[config.mk]
export PLATFORM = sky130hd
export DESIGN_NAME = cp0_regs
export DESIGN_NICKNAME = d
export VERILOG_FILES = /design/src/rtl/cp0_regs_pkg.sv /design/src/rtl/cp0_regs_timer.sv /design/src/rtl/cp0_regs.sv
export SDC_FILE = /design/constraint.sdc
export NUM_CORES = 1
export LEC_CHECK = 0
export BUFFER_PORTS_ARGS = -buffer_cell sky130_fd_sc_hd__buf_2
export CORE_ASPECT_RATIO = 1.5
export CORE_MARGIN = 4
export CORE_UTILIZATION = 40
export CTS_CLUSTER_DIAMETER = 50
export DETAILED_ROUTE_END_ITERATION = 10
export HOLD_SLACK_MARGIN = 0.15
export PLACE_DENSITY_LB_ADDON = 0.05
export REMOVE_ABC_BUFFERS = 1
export SLEW_MARGIN = 20
export SYNTH_ARGS = -nofsm -noshare
export SYNTH_HDL_FRONTEND = slang
export SYNTH_SLANG_ARGS = --single-unit
[constraint.sdc]
create_clock -name clk -period 2.8 [get_ports clk]
set_input_delay 0.56 -clock clk [delete_from_list [all_inputs] [get_ports clk]]
set_output_delay 0.56 -clock clk [all_outputs]
set_load 0.01 [all_outputs]
[src/rtl/cp0_regs_pkg.sv]
// Shared CP0 register addresses, exception codes and exception decode used by the
// CP0 register file and by the EX stage.
package cp0_regs_pkg;

  localparam logic [4:0] CP0_COUNT   = 5'd9;
  localparam logic [4:0] CP0_COMPARE = 5'd11;
  localparam logic [4:0] CP0_STATUS  = 5'd12;
  localparam logic [4:0] CP0_CAUSE   = 5'd13;
  localparam logic [4:0] CP0_EPC     = 5'd14;

  localparam logic [31:0] EXC_TIMER   = 32'h0000_0004;
  localparam logic [31:0] EXC_SYSCALL = 32'h0000_0100;
  localparam logic [31:0] EXC_ERET    = 32'h0000_0200;

  localparam logic [31:0] CAUSE_SW_MASK = 32'h0000_0300;
  localparam logic [4:0]  EXCCODE_SYS   = 5'd8;

  typedef enum logic [1:0] {
    EXC_NONE,
    EXC_ENTRY_TMR,
    EXC_ENTRY_SYS,
    EXC_RET
  } exc_kind_e;

  // Unrecognised codes collapse to EXC_NONE so they behave exactly like "no exception".
  function automatic exc_kind_e decode_exc(input logic [31:0] excptype);
    exc_kind_e kind;
    kind = EXC_NONE;
    if (excptype == EXC_TIMER)        kind = EXC_ENTRY_TMR;
    else if (excptype == EXC_SYSCALL) kind = EXC_ENTRY_SYS;
    else if (excptype == EXC_ERET)    kind = EXC_RET;
    return kind;
  endfunction

endpackage

[src/rtl/cp0_regs_timer.sv]
// Count/Compare timer: free-running Count with software load, Compare register and
// the match flag that drives the timer interrupt in Cause.
module cp0_regs_timer
  import cp0_regs_pkg::*;
(
  input  logic        clk,
  input  logic        rst,
  input  logic        count_we,
  input  logic        compare_we,
  input  logic [31:0] wdata,
  output logic [31:0] count,
  output logic [31:0] compare,
  output logic        match
);

  logic [31:0] count_d, count_q;
  logic [31:0] compare_d, compare_q;

  always_comb begin
    count_d   = count_we ? wdata : count_q + 32'd1;
    compare_d = compare_we ? wdata : compare_q;
  end

  always_ff @(posedge clk or negedge rst) begin
    if (!rst) begin
      count_q   <= '0;
      compare_q <= '0;
    end else begin
      count_q   <= count_d;
      compare_q <= compare_d;
    end
  end

  // Compare==0 disarms the timer, so reset does not fire an interrupt at Count==0.
  assign match   = (compare_q != 32'd0) && (count_q == compare_q);
  assign count   = count_q;
  assign compare = compare_q;

endmodule

[src/rtl/cp0_regs.sv]
// Coprocessor-0 register file: Status/Cause/EPC, software access, exception entry/eret
// updates and the timer interrupt level.
module cp0_regs
  import cp0_regs_pkg::*;
#(
  parameter logic [31:0] STATUS_RST = 32'h0000_0401,
  parameter int          TIMER_BIT  = 10,
  parameter logic [31:0] HANDLER_PC = 32'h0000_0040
) (
  input  logic        clk,
  input  logic        rst,
  input  logic        we,
  input  logic [4:0]  waddr,
  input  logic [31:0] wdata,
  input  logic [4:0]  raddr,
  output logic [31:0] rdata,
  input  logic [31:0] excptype,
  input  logic [31:0] pc,
  output logic [31:0] cause,
  output logic [31:0] status,
  output logic [31:0] epc,
  output logic        timer_int,
  output logic [31:0] excpc
);

  logic [31:0] status_d, status_q;
  logic [31:0] cause_d, cause_q;
  logic [31:0] epc_d, epc_q;
  logic [31:0] count, compare;
  logic        match;
  exc_kind_e   exc_kind;
  logic        sw_we;

  assign exc_kind = decode_exc(excptype);
  // A resolved exception or eret owns the CP0 state this cycle; mtc0 is dropped.
  assign sw_we    = we && (exc_kind == EXC_NONE);

  cp0_regs_timer u_timer (
    .clk        (clk),
    .rst        (rst),
    .count_we   (sw_we && (waddr == CP0_COUNT)),
    .compare_we (sw_we && (waddr == CP0_COMPARE)),
    .wdata      (wdata),
    .count      (count),
    .compare    (compare),
    .match      (match)
  );

  always_comb begin
    status_d = status_q;
    cause_d  = cause_q;
    epc_d    = epc_q;
    if (sw_we) begin
      case (waddr)
        CP0_STATUS: status_d = wdata;
        CP0_CAUSE:  cause_d  = (cause_q & ~CAUSE_SW_MASK) | (wdata & CAUSE_SW_MASK);
        CP0_EPC:    epc_d    = wdata;
        default:    ;
      endcase
    end
    case (exc_kind)
      EXC_ENTRY_TMR: begin
        epc_d        = pc;
        status_d[1]  = 1'b1;
        cause_d[6:2] = 5'd0;
      end
      EXC_ENTRY_SYS: begin
        epc_d        = pc;
        status_d[1]  = 1'b1;
        cause_d[6:2] = EXCCODE_SYS;
      end
      EXC_RET:  status_d[1] = 1'b0;
      default:  ;
    endcase
    // Rewriting Compare acknowledges the interrupt and beats a coincident match.
    if (sw_we && (waddr == CP0_COMPARE)) cause_d[TIMER_BIT] = 1'b0;
    else if (match)                      cause_d[TIMER_BIT] = 1'b1;
  end

  always_ff @(posedge clk or negedge rst) begin
    if (!rst) begin
      status_q <= STATUS_RST;
      cause_q  <= '0;
      epc_q    <= '0;
    end else begin
      status_q <= status_d;
      cause_q  <= cause_d;
      epc_q    <= epc_d;
    end
  end

  always_comb begin
    rdata = '0;
    if (sw_we && (waddr == raddr)) begin
      rdata = wdata;
    end else begin
      case (raddr)
        CP0_COUNT:   rdata = count;
        CP0_COMPARE: rdata = compare;
        CP0_STATUS:  rdata = status_q;
        CP0_CAUSE:   rdata = cause_q;
        CP0_EPC:     rdata = epc_q;
        default:     rdata = '0;
      endcase
    end
  end

  always_comb begin
    excpc = '0;
    case (exc_kind)
      EXC_ENTRY_TMR, EXC_ENTRY_SYS: excpc = HANDLER_PC;
      EXC_RET:                      excpc = epc_q;
      default:                      excpc = '0;
    endcase
  end

  assign cause     = cause_q;
  assign status    = status_q;
  assign epc       = epc_q;
  assign timer_int = cause_q[TIMER_BIT];

endmodule

=== Word level (Yosys, flattened, before mapping) ===
Cells that the tools add are included.
Widths: inputs -> output; s select.

* Output and inout bits: 161
* Word-level logic and storage cells: 68
* Bits in registers: 160
* Input bits: 109

* Equal/unequal tests: 18
* Reductions and logical operators: 22
* Muxes and demuxes: 18
* Add/subtract/negate cells: 1
* Bitwise logic cells: 1

{| class="wikitable"
|+ Operators with widths
! cell !! count
|-
| $mux 32 || 5
|-
| $pmux 32 s5 || 1
|-
| $pmux 32 s2 || 1
|-
| $eq 5x4->1 const B || 10
|-
| $add 32x1->32 const B || 1
|-
| $eq 32x10->1 const B || 1
|-
| $eq 32x3->1 const B || 1
|-
| $eq 32x32->1 || 1
|-
| $eq 32x9->1 const B || 1
|-
| $or 32x10->32 || 1
|-
| $reduce_bool 32->1 || 1
|-
| $mux 11 || 2
|-
| $reduce_bool 3->1 || 6
|-
| $reduce_and 2->1 || 6
|-
| $mux 2 || 5
|-
| $pmux 5 s2 || 1
|-
| $eq 5x5->1 || 1
|-
| $logic_and 1x1->1 || 5
|-
| $eq 2x2->1 const B || 2
|-
| $reduce_bool 2->1 || 2
|-
| $eq 2x1->1 const B || 1
|-
| $logic_not 2->1 || 1
|-
| $mux 1 || 2
|-
| $pmux 1 s2 || 1
|-
| $reduce_or 2->1 || 1
|}

=== Depth between registers and ports, before layout ===
Gate-level depths: netlist (run 1).

* Depth after elaboration: 9
* Mapped depth: 11
* Mapped depth without buffers: 10

=== Modules after synthesis ===
Synthesis (run 1) repeated with hierarchy kept, for this count alone.

* Cells, all modules: 899
* Area total of the unflattened synthesis: 8,652.0 um^2

{| class="wikitable"
|+ By module, submodules not included
! module !! area each (um^2) !! seq. area each (um^2) !! cells each !! times used
|-
| cp0_regs || 5,087.4 || 1,804.2 || 544 || 1
|-
| cp0_regs_timer || 3,564.7 || 1,601.5 || 355 || 1
|}

=== Least setup slack after synthesis (run 1) ===
Ideal clock, no wire load.

* Path kind: input to output
* Start: input port excptype[17]
* End: output port rdata[9]
* Stages: 9
* Data required time: 2.240 ns
* Arrival time: 2.472 ns
* Path buffers: 1
* Slack: -0.232 ns
* Cells stage by stage: nor4_1 -> nand4_1 -> nor4_1 -> inv_1 -> ha_1 -> nand4_1 -> clkbuf_1 -> nor2_1 -> a31oi_1

* Longest elaborated chain between the ends: 8
* Elaborated cells between the ends (all ways): 10
* Classes of those cells: 3 x eq/ne; 4 x mux; 3 x reduce/logical

{| class="wikitable"
|+ Ends and longest elaborated chain
! element !! line !! source
|-
| start, declared || cp0_regs.sv:17 || <nowiki>input logic [31:0] excptype,</nowiki>
|-
| $eq 32x10->1 || cp0_regs_pkg.sv:31 || <nowiki>else if (excptype == EXC_ERET) kind = EXC_RET;</nowiki>
|-
| $mux 2 || cp0_regs_pkg.sv:31 ||
|-
| $mux 2 || cp0_regs_pkg.sv:30 || <nowiki>else if (excptype == EXC_SYSCALL) kind = EXC_ENTRY_SYS;</nowiki>
|-
| $mux 2 * || cp0_regs_pkg.sv:29 || <nowiki>if (excptype == EXC_TIMER) kind = EXC_ENTRY_TMR;</nowiki>
|-
| $logic_not 2->1 * || cp0_regs.sv:36 || <nowiki>assign sw_we = we && (exc_kind == EXC_NONE);</nowiki>
|-
| $logic_and 1x1->1 * || cp0_regs.sv:36 ||
|-
| $logic_and 1x1->1 * || cp0_regs.sv:94 || <nowiki>if (sw_we && (waddr == raddr)) begin</nowiki>
|-
| $mux 32 * || cp0_regs.sv:94 ||
|-
| end, declared || cp0_regs.sv:16 || <nowiki>output logic [31:0] rdata,</nowiki>
|}

Mark *: on every way between the ends. The rest lies on a longest branch, timed or not.

=== Worst setup path after layout (run 1) ===
* Start: input port excptype[21]
* End: output port rdata[0]

Same word-level chain as after synthesis.

==> results of run 1 <==
==> metrics by stage <==
stage | total power [mW] | area, um^2 | setup WS (ns)
final | 7.01 | 11100 | -0.278
after global routing | 7.40 | 11100 | -0.457
after CTS | 7.05 | 10900 | -0.252
after detailed placement | 4.73 | 9890 | -0.500
after global placement | 4.70 | 9890 | -0.481
after floorplan | 3.91 | 7820 | -1.53
==> layer usage <==
metal  global-route usage  vias to the layer above  share of wire
met4               0.0676                        0          0.020
li1                     -                     3410              -
met1                0.267                     3594           0.38
met5                    0                        -              0
met2                0.443                      221           0.56
met3               0.0405                       30          0.044
==> power by group through the flow <==
stage | Combinational (mW) | Sequential (mW) | Clock (mW)
floorplan | 0.930 | 2.98 | 0
global placement | 1.64 | 3.07 | 0
detailed placement | 1.65 | 3.07 | 0
CTS | 1.68 | 3.04 | 2.33
global route | 1.84 | 3.13 | 2.43
finish | 1.67 | 3.05 | 2.30
==> flip-flops by register name, indices dropped and copies added, names as in the netlist <==
| name | flops |
|---|---|
| epc | 32 |
| status | 32 |
| u_timer.compare | 32 |
| u_timer.count | 32 |
| cause | 8 |
==> placed cells by master (no fill, tap or decap), types with 14 or more instances in the layout <==
cell,n
a222oi_1,24
and2_4,28
buf_12,14
buf_2,211
buf_4,31
buf_6,41
clkbuf_16,17
conb_1,24
dfrtp_1,134
mux2_1,29
mux2_2,65
mux2i_1,40
nand2_1,96
nand4_1,20
nor2_1,28
o21ai_0,50
o21ai_1,17
o21ai_2,19
xnor2_1,56
==> worst reg2reg max path: cells and delay by family (launching register included) <==
family / cells / cell delay (ns)
multiplexers: 1 / 0.27
AND/OR/NAND/NOR: 3 / 0.98
adder cells (fa/ha/maj): 1 / 0.23
XOR/XNOR: 1 / 0.10
flip-flops: 1 / 0.46
==> worst max path at each step <==
stage                            start   endpoint  slack (ns)  cells past startpoint
after global routing      excptype[28]   rdata[0]       -0.46                     11
final                     excptype[21]   rdata[0]       -0.28                     12
after global placement     excptype[0]   rdata[0]       -0.48                     12
after CTS                 excptype[11]  rdata[22]       -0.25                     12
after detailed placement   excptype[0]   rdata[0]       -0.50                     12
after floorplan               raddr[4]   rdata[0]       -1.53                      3
==> logic make-up after synthesis <==
logic type / share of synthesized area
AOI/OAI and AO/OA: 0.101
adders and majority gates: 0.00612
xor gates and xnor gates: 0.0738
other: 0.000458
and+or+nand+nor: 0.164
DFF: 0.416
muxes: 0.178
buffers and inverters: 0.0598
==> layout make-up <==
class | instances | share of cell area
clock buffer | 18 | 0.0395
timing repair buffer | 299 | 0.186
inverter | 9 | 0.00304
multi-input combinational | 619 | 0.421
sequential | 136 | 0.306
tap | 260 | 0.0293
clock inverter | 14 | 0.0145
==> repair_timing <==
item                       in CTS  in global routing
setup buffers                  20                  3
hold buffers                    1                  0
gates cloned                    3                  0
gates resized for setup        57                 65
pin swaps                      25                 16
setup endpoints to repair      64                 64
hold endpoints to repair       50                  0
==> summary.md, run 1 <==
| Metric | Value |
|---|---|
| Status | `finished, violations left` |
| Failing checks | `negative setup slack` |
| Seq/Total Area, Yosys | `0.416` |
| Largest buffer count on any clock path | `2` |
| Count leader, synth | `dfrtp_1` |
| Worst EP arrival | `2.52 ns` |
| Post-route ant nets | `0` |
| Number of synthesized flops with an enable pin | `0` |
| Period minus WS final | `about 3 ns` |
| Hold depth | `3` |
| Slew margin rel. | `0.381` |
| Reg2Reg Setup Slack | `~0.64 ns` |
| Worst path max stage delay | `0.33 ns` |
| Pins over their slew limit | `0` |
| Rows | `63` |
| Most frequent CP cell | `buf_2` |
| Setup TNS | `-7.77 ns` |
| RR Startpoint | `u_timer.count[0]` |
| MaxCap Viol Count | `0` |
| Final worst slack | `-0.278 ns` |
| Critical R2R Capture | `u_timer.count[28]` |
| Hold_sp | `pc[9]` |
| Syn avg cell area | `9.93 um^2` |
| FF+latch count, synth | `about 140` |
| Final setup violation count | `34` |
| Measured slew at the worst slew-check pin | `0.927 ns` |
| Async SR Flop Fraction | `1.00` |
| Cell taking the most area after synthesis | `dfrtp_1` |
| Critical setup path kind | `in2out` |
| DRC | `0` |
| Slowest cell on crit path | `nor4_2` |
| Primary FF master, synth | `dfrtp_1` |
| Port Buffer Count | `245` |
| Power Density | `631 nW/um^2` |
| All-Layer GR Usage | `0.233` |
| Switching part of the total | `0.340` |
| 1st-iter DRT viols | `395` |
| Clk_skew | `between 0.006 and 0.007 ns` |
| Final HPWL DP | `20000 um` |
| Fin cells | `1355` |
| Inst Count DP | `1314` |
| Drt first pass iters | `5` |
| Final worst path period share | `1.10` |
| Register Area | `3410 um^2` |
| Routed wire length | `26900 um` |
| Largest net degree at the start of global routing | `approximately 70` |
| Clk slew on worst S/H paths | `0.06 ns` |
| CTS Buf Count | `17` |
| Ports | `270` |
| Final hold violation count | `0` |
| Combinational power share | `0.238` |
| WP data required | `roughly 2.2 ns` |
| Worst-path cell chain | `buf_2, nor4_4, nand4_1, nor4_2, inv_1, ha_4, nand2_2, and3b_2, buf_6, nand2_1, o21ai_1, buf_2` |
| Post-Syn Instances | `824` |
| Worst reg2reg path depth | `6` |
| Multi-input gate area in the final layout | `roughly 4700 um^2` |
| Cell Area, Synth | `8180 um^2` |
| CP endpoint kind | `output pin` |
| Critical Path Fanout Max | `7` |
| Leakage power | `4.89 nW` |
| Gpl congestion | `around 0.83` |
| Clock Power Share | `0.328` |
| Routed len/inst | `approximately 20 um` |
| Initial Util | `0.410` |
| Synth top cells by count | `dfrtp_1, nand2_1, mux2_2` |
| Final Util | `0.557` |
| Htree depth | `4` |
| Via count | `7255` |
| CTS sink count | `136` |
| HP Class | `in2reg` |
| Synth top area cells | `dfrtp_1, mux2_2, xnor2_1, mux2i_1, nand2_1` |
| Final layout net count | `1195` |
| Synth top area share | `0.410` |
| Share of cells above drive strength 1 | `0.443` |
| CTS tree | `yes` |
| CP Launch Type | `input port` |
| Filler instances | `1831` |
| First-pass GRT wire length | `42200 um` |
| Highest clock rate | `325 MHz` |
| Share of power burned in registers | `0.435` |
| Hold Path End | `epc[9]` |
| Antenna Cells | `0` |
| Root buf cell | `clkbuf_16` |
| Worst hold margin | `0.340 ns` |
| CORE AREA | `19900 um^2` |
| Clock latency at the later pin of the worst-skew pair | `0.42 ns` |
| RSZ-0062 raised after global routing | `yes` |
| Area Growth Syn to Fin | `35.8%` |
| Buf/Inv on CP | `4` |
| Synth unique cells | `approximately 50` |
| Internal power | `4.62 mW` |
| Vias in the first global route | `7513` |
| Vias per cell | `5.35` |
| Die height | `183 um` |
| Psw | `~2.4 mW` |
| Initial antenna violation count | `0` |
| Max IR drop VDD | `around 430 uV` |
| Worst path top cell family by delay | `simple AND/OR/NAND/NOR gates` |
| DIE WIDTH | `125 um` |
| GR Overflow Total | `0` |
| Synthesis Warnings | `0` |
| Die ar. | `22900 um^2` |
No activity file was read; power rests on OpenSTA's default activity.
==> run 2: changes to the inputs <==
==> constraint.sdc (replaced) <==
create_clock -name clk -period 3.98 [get_ports clk]
set_input_delay 0.796 -clock clk [delete_from_list [all_inputs] [get_ports clk]]
set_output_delay 0.796 -clock clk [all_outputs]
set_load 0.01 [all_outputs]
==> summary.md, run 2 (synthesized netlist as in run 1, its figures left out) <==
| Metric | Value |
|---|---|
| Post-route ant nets | `0 (unchanged)` |
| Power Density | `472 nW/um^2 (-25%)` |
| Worst path top cell family by delay | `simple AND/OR/NAND/NOR gates` |
| Final hold violation count | `0 (unchanged)` |
| Status | `finished clean` |
| CTS Buf Count | `17 (unchanged)` |
| Max IR drop VDD | `280 uV (-35%)` |
| Slowest cell on crit path | `nor4_2` |
| Largest net degree at the start of global routing | `77 (+8.5%)` |
| Slew margin rel. | `0.513 (+0.133)` |
| Die height | `183 um (unchanged)` |
| Final setup violation count | `0 (-100%)` |
| Ports | `270 (unchanged)` |
| WP data required | `3.18 ns (+0.94 ns)` |
| Routed len/inst | `19.2 um (-3.1%)` |
| Root buf cell | `clkbuf_16` |
| Period minus WS final | `3.77 ns` |
| 1st-iter DRT viols | `485 (+23%)` |
| Critical setup path kind | `in2out` |
| Vias in the first global route | `7344 (-2.2%)` |
| Worst-path cell chain | `buf_2, nor4_1, nand4_1, nor4_2, inv_1, ha_1, nand4_1, o21ai_2, buf_4, o21ai_1, buf_2` |
| HP Class | `in2async` |
| Buf/Inv on CP | `4 (unchanged)` |
| Leakage power | `4.61 nW (-5.8%)` |
| Final worst slack | `0.213 ns (+0.492 ns)` |
| DRC | `0 (unchanged)` |
| Pre-CTS setup slack | `0.0188 ns (+0.519 ns)` |
| Drt first pass iters | `7 (+2)` |
| All-Layer GR Usage | `0.222 (-0.0116)` |
| Antenna Cells | `0 (unchanged)` |
| Worst path max stage delay | `0.35 ns (+0.02 ns)` |
| MaxCap Viol Count | `0 (unchanged)` |
| Critical Path Fanout Max | `7 (unchanged)` |
| Gpl congestion | `0.824 (-0.77%)` |
| Final worst path period share | `0.946` |
| Die ar. | `22900 um^2 (unchanged)` |
| Measured slew at the worst slew-check pin | `0.730 ns (-0.197 ns)` |
| CTS tree | `yes` |
| Largest buffer count on any clock path | `2 (unchanged)` |
| Routed wire length | `25500 um (-5.0%)` |
| Vias per cell | `5.27 (-1.5%)` |
| CP endpoint kind | `output pin` |
| Area Growth Syn to Fin | `25.5%` |
| Clk slew on worst S/H paths | `0.06 ns (about the same)` |
| Highest clock rate | `roughly 270 MHz` |
| Final Util | `0.515 (-0.0422)` |
| Hold-fix buffers, CTS | `0 (-1)` |
| GR Overflow Total | `0 (unchanged)` |
| Clock latency at the later pin of the worst-skew pair | `0.42 ns (about the same)` |
| Initial antenna violation count | `0 (unchanged)` |
| Port Buffer Count | `245 (unchanged)` |
| Clk_skew | `0.00809 ns (+0.00111 ns)` |
| Via count | `7009 (-3.4%)` |
| Pins over their slew limit | `0 (unchanged)` |
| Rows | `63 (unchanged)` |
| Setup TNS | `0 ns (+7.77 ns)` |
| Final HPWL DP | `19200 um (-3.8%)` |
| CORE AREA | `19900 um^2 (unchanged)` |
| Placed standard-cell area | `9660 um^2 (-2.3%)` |
| Initial Util | `0.410 (unchanged)` |
| CP Launch Type | `input port` |
| DIE WIDTH | `125 um (unchanged)` |
| CTS sink count | `136 (unchanged)` |
| Worst hold margin | `0.413 ns (+0.0729 ns)` |
| Final layout net count | `1169 (-2.2%)` |
| Filler instances | `1965 (+7.3%)` |
| Worst EP arrival | `2.97 ns (+0.45 ns)` |
| RSZ-0062 raised after global routing | `no` |
| Most frequent cells in the layout | `buf_2, dfrtp_1, nand2_1` |
| Htree depth | `4 (unchanged)` |
| Share of cells above drive strength 1 | `0.373 (-0.0697)` |
| Post-route design area | `10300 um^2 (-7.6%)` |
| Most common cell after layout, fill and taps aside | `buf_2` |
| First-pass GRT wire length | `40700 um (-3.6%)` |
[run 2: cell count changes in the layout (fill, tap and decap cells not counted), sizes merged]
cell / change
buf: -25
clkinv: +2
inv: -2
dlygate4sd3: -1
[run 2: report_power, final]
part	switching (mW)	internal, mW	leakage, nW
sequential	0.434	1.70	1.70
combinational	0.559	0.586	2.62
clock	0.626	0.941	0.283
[run 2: stage by stage]
| stage | cells | total power, mW |
|---|---|---|
| floorplan | 764 | 2.75 |
| global placement | 1297 | 3.29 |
| detailed placement | 1297 | 3.31 |
| CTS | 1329 | 4.90 |
| global route | 1329 | 5.12 |
| finish | 1329 | 4.84 |
[run 2: area by class of cell]
cell class | count | area, um^2 | area share
sequential | 136 | 3410 | 0.332
inverter | 9 | 33.8 | 0.00329
tap | 260 | 325 | 0.0317
clock buffer | 18 | 439 | 0.0428
timing repair buffer | 273 | 1480 | 0.144
clock inverter | 14 | 146 | 0.0143
multi-input combinational | 619 | 4440 | 0.432
[run 2: repair_timing]
action | 4_1_cts | 5_1_grt
buffers inserted | 0 | 0
setup endpoints to repair | 0 | 20
gates resized for setup | 0 | 6
[run 2: layer usage]
| layer | vias up | wire length, um | global-route usage |
|---|---|---|---|
| met2 | 221 | 14100 | 0.416 |
| met3 | 32 | 1380 | 0.0446 |
| met1 | 3408 | 9590 | 0.256 |
| met5 | - | 0 | 0 |
| met4 | 0 | 529 | 0.0610 |
| li1 | 3348 | - | - |
[run 2: worst paths after layout]
check / start / endpoint / slack, ns / depth (start not counted)
worst max-delay path: excptype[20] / rdata[0] / 0.21 / 11
worst min-delay path: rst / epc[22] / 0.41 / 1
worst max register to register: u_timer.count[0] / u_timer.count[28] / 1.69 / 6
worst min register to register: status[12] / status[12] / 0.52 / 1
max in group asynchronous: rst / status[10] / 2.72 / 2
min in group clk: status[12] / status[12] / 0.52 / 1
==> run 3: changes to the inputs <==
--- a/config.mk
+++ b/config.mk
@@ -9,6 +9,7 @@
 export CORE_ASPECT_RATIO = 1.5
 export CORE_MARGIN = 4
 export CORE_UTILIZATION = 40
+export CTS_BUF_LIST = sky130_fd_sc_hd__clkbuf_16
 export CTS_CLUSTER_DIAMETER = 50
 export DETAILED_ROUTE_END_ITERATION = 10
 export HOLD_SLACK_MARGIN = 0.15
==> summary.md, run 3 (synthesized netlist as in run 1, its figures left out) <==
| Metric | Value |
|---|---|
| Final layout net count | `1169 (unchanged)` |
| Initial Util | `0.410 (unchanged)` |
| Worst EP arrival | `2.98 ns (about the same)` |
| PostCTS Resize Cnt | `0 (unchanged)` |
| CTS Buf Count | `17 (unchanged)` |
| Largest buffer count on any clock path | `2 (unchanged)` |
| Final hold violation count | `0 (unchanged)` |
| Most common cell after layout, fill and taps aside | `buf_2` |
| Critical Path Fanout Max | `7 (unchanged)` |
| DRC | `0 (unchanged)` |
| Via count | `6996 (-0.19%)` |
| 1st-iter DRT viols | `475 (-2.1%)` |
| Share of cells above drive strength 1 | `0.372 (-0.000935)` |
| Clk_skew | `0.00849 ns (+0.000398 ns)` |
| Port Buffer Count | `245 (unchanged)` |
| Final Util | `0.515 (about the same)` |
| Antenna Cells | `0 (unchanged)` |
| Root buf cell | `clkbuf_16` |
| All-Layer GR Usage | `0.222 (unchanged)` |
| M3 GR Usage | `0.0446 (unchanged)` |
| Power Density | `470 nW/um^2 (-0.35%)` |
| Post-CTS setup buffers | `0 (unchanged)` |
| Routed wire length | `25500 um (-0.10%)` |
| Gpl congestion | `0.824 (unchanged)` |
| First-pass GRT wire length | `40700 um (about the same)` |
| Measured slew at the worst slew-check pin | `0.726 ns (-0.00388 ns)` |
| Vias in the first global route | `7344 (unchanged)` |
| Vias per cell | `5.26 (-0.19%)` |
| Max IR drop VDD | `279 uV (-0.19%)` |
| Htree depth | `4 (unchanged)` |
| GR Util met1 | `0.256 (about the same)` |
| MaxCap Viol Count | `0 (unchanged)` |
| Worst path max stage delay | `0.35 ns (about the same)` |
| Worst hold margin | `0.410 ns (-0.00214 ns)` |
| Clk slew on worst S/H paths | `0.06 ns (about the same)` |
| Pins over their slew limit | `0 (unchanged)` |
| Critical setup path kind | `in2out` |
| Reg2Reg Setup Slack | `1.69 ns (about the same)` |
| Hold-fix buffers, CTS | `0 (unchanged)` |
| Gr busiest metal | `met2` |
| Leakage power | `4.60 nW (-0.12%)` |
| WP data required | `3.18 ns (about the same)` |
| Final HPWL DP | `19200 um (unchanged)` |
| Setup TNS | `0 ns (unchanged)` |
| CTS sink count | `136 (unchanged)` |
| Slew margin rel. | `0.516 (+0.00259)` |
| CTS tree | `yes` |
| Met2 usage | `0.416 (about the same)` |
| Rows | `63 (unchanged)` |
| Worst-path cell chain | `buf_2, nor4_1, nand4_1, nor4_2, inv_1, ha_1, nand4_1, o21ai_2, buf_4, o21ai_1, buf_2` |
| RSZ-0062 raised after global routing | `no` |
| Status | `finished clean` |
| Die ar. | `22900 um^2 (unchanged)` |
| CP endpoint kind | `output pin` |
| CP Launch Type | `input port` |
| Most frequent cells in the layout | `buf_2, dfrtp_1, nand2_1` |
| Final setup violation count | `0 (unchanged)` |
| Period minus WS final | `3.77 ns (+0.00479 ns)` |
| Initial antenna violation count | `0 (unchanged)` |
| Ports | `270 (unchanged)` |
| Slowest cell on crit path | `nor4_2` |
| Largest net degree at the start of global routing | `77 (unchanged)` |
| Final worst path period share | `0.948 (+0.00120)` |
| HP Class | `in2async` |
| Routed len/inst | `19.2 um (-0.10%)` |
| GR Overflow Total | `0 (unchanged)` |
| CORE AREA | `19900 um^2 (unchanged)` |
| Highest clock rate | `265 MHz (-0.13%)` |
| DIE WIDTH | `125 um (unchanged)` |
| Post-route ant nets | `0 (unchanged)` |
| Area Growth Syn to Fin | `25.4% (about the same)` |
| Filler instances | `1965 (unchanged)` |
| Drt first pass iters | `5 (-2)` |
| Die height | `183 um (unchanged)` |
| Clock latency at the later pin of the worst-skew pair | `0.42 ns (about the same)` |
==> run 3: path summary, 6_finish.rpt <==
kind / end / start / depth (start not counted)
worst max-delay path: rdata[0] / excptype[20] / 11
worst max register to register: u_timer.count[28] / u_timer.count[0] / 6
min in group clk: status[12] / status[12] / 1
worst min register to register: status[12] / status[12] / 1
worst min-delay path: epc[22] / rst / 1
max in group asynchronous: status[10] / rst / 2
==> run 3: power breakdown <==
part / internal (mW) / switching (mW)
Clock: 0.921 / 0.624
Combinational: 0.586 / 0.558
Sequential: 1.70 / 0.435
==> run 3: routing by layer <==
layer	share of wire	wire [um]	up-vias
met3	0.049	1240	29
li1	-	-	3351
met2	0.55	14100	207
met4	0.019	487	0
met5	0	0	-
met1	0.38	9710	3409
==> run 3: through the flow <==
| step | std cells | setup slack [ns] | instance area (um^2) | power [mW] |
|---|---|---|---|---|
| 6_report | 1329 | 0.208 | 10300 | 4.82 |
| 5_1_grt | 1329 | 0.00878 | 10300 | 5.10 |
| 4_1_cts | 1329 | 0.0116 | 10200 | 4.88 |
| 3_5_place_dp | 1297 | 0.0188 | 9660 | 3.31 |
| 3_3_place_gp | 1297 | 0.0543 | 9660 | 3.29 |
| 2_1_floorplan | 764 | -0.818 | 7820 | 2.75 |
==> run 3: worst max-delay path: cells and delay by family <==
family | cells | cell delay, ns
compound gates | 2 | 0.38
simple gates | 4 | 0.95
buf+inv | 4 | 0.61
fa+ha+maj | 1 | 0.24
==> run 3: layout make-up <==
| class | instances | area, um^2 | area share |
|---|---|---|---|
| Clock buffer | 17 | 425 | 0.0415 |
| Clock inverter | 15 | 150 | 0.0146 |
| Inverter | 9 | 33.8 | 0.00329 |
| Multi-Input combinational cell | 619 | 4440 | 0.433 |
| Sequential cell | 136 | 3410 | 0.332 |
| Tap cell | 260 | 325 | 0.0317 |
| Timing Repair Buffer | 273 | 1480 | 0.144 |
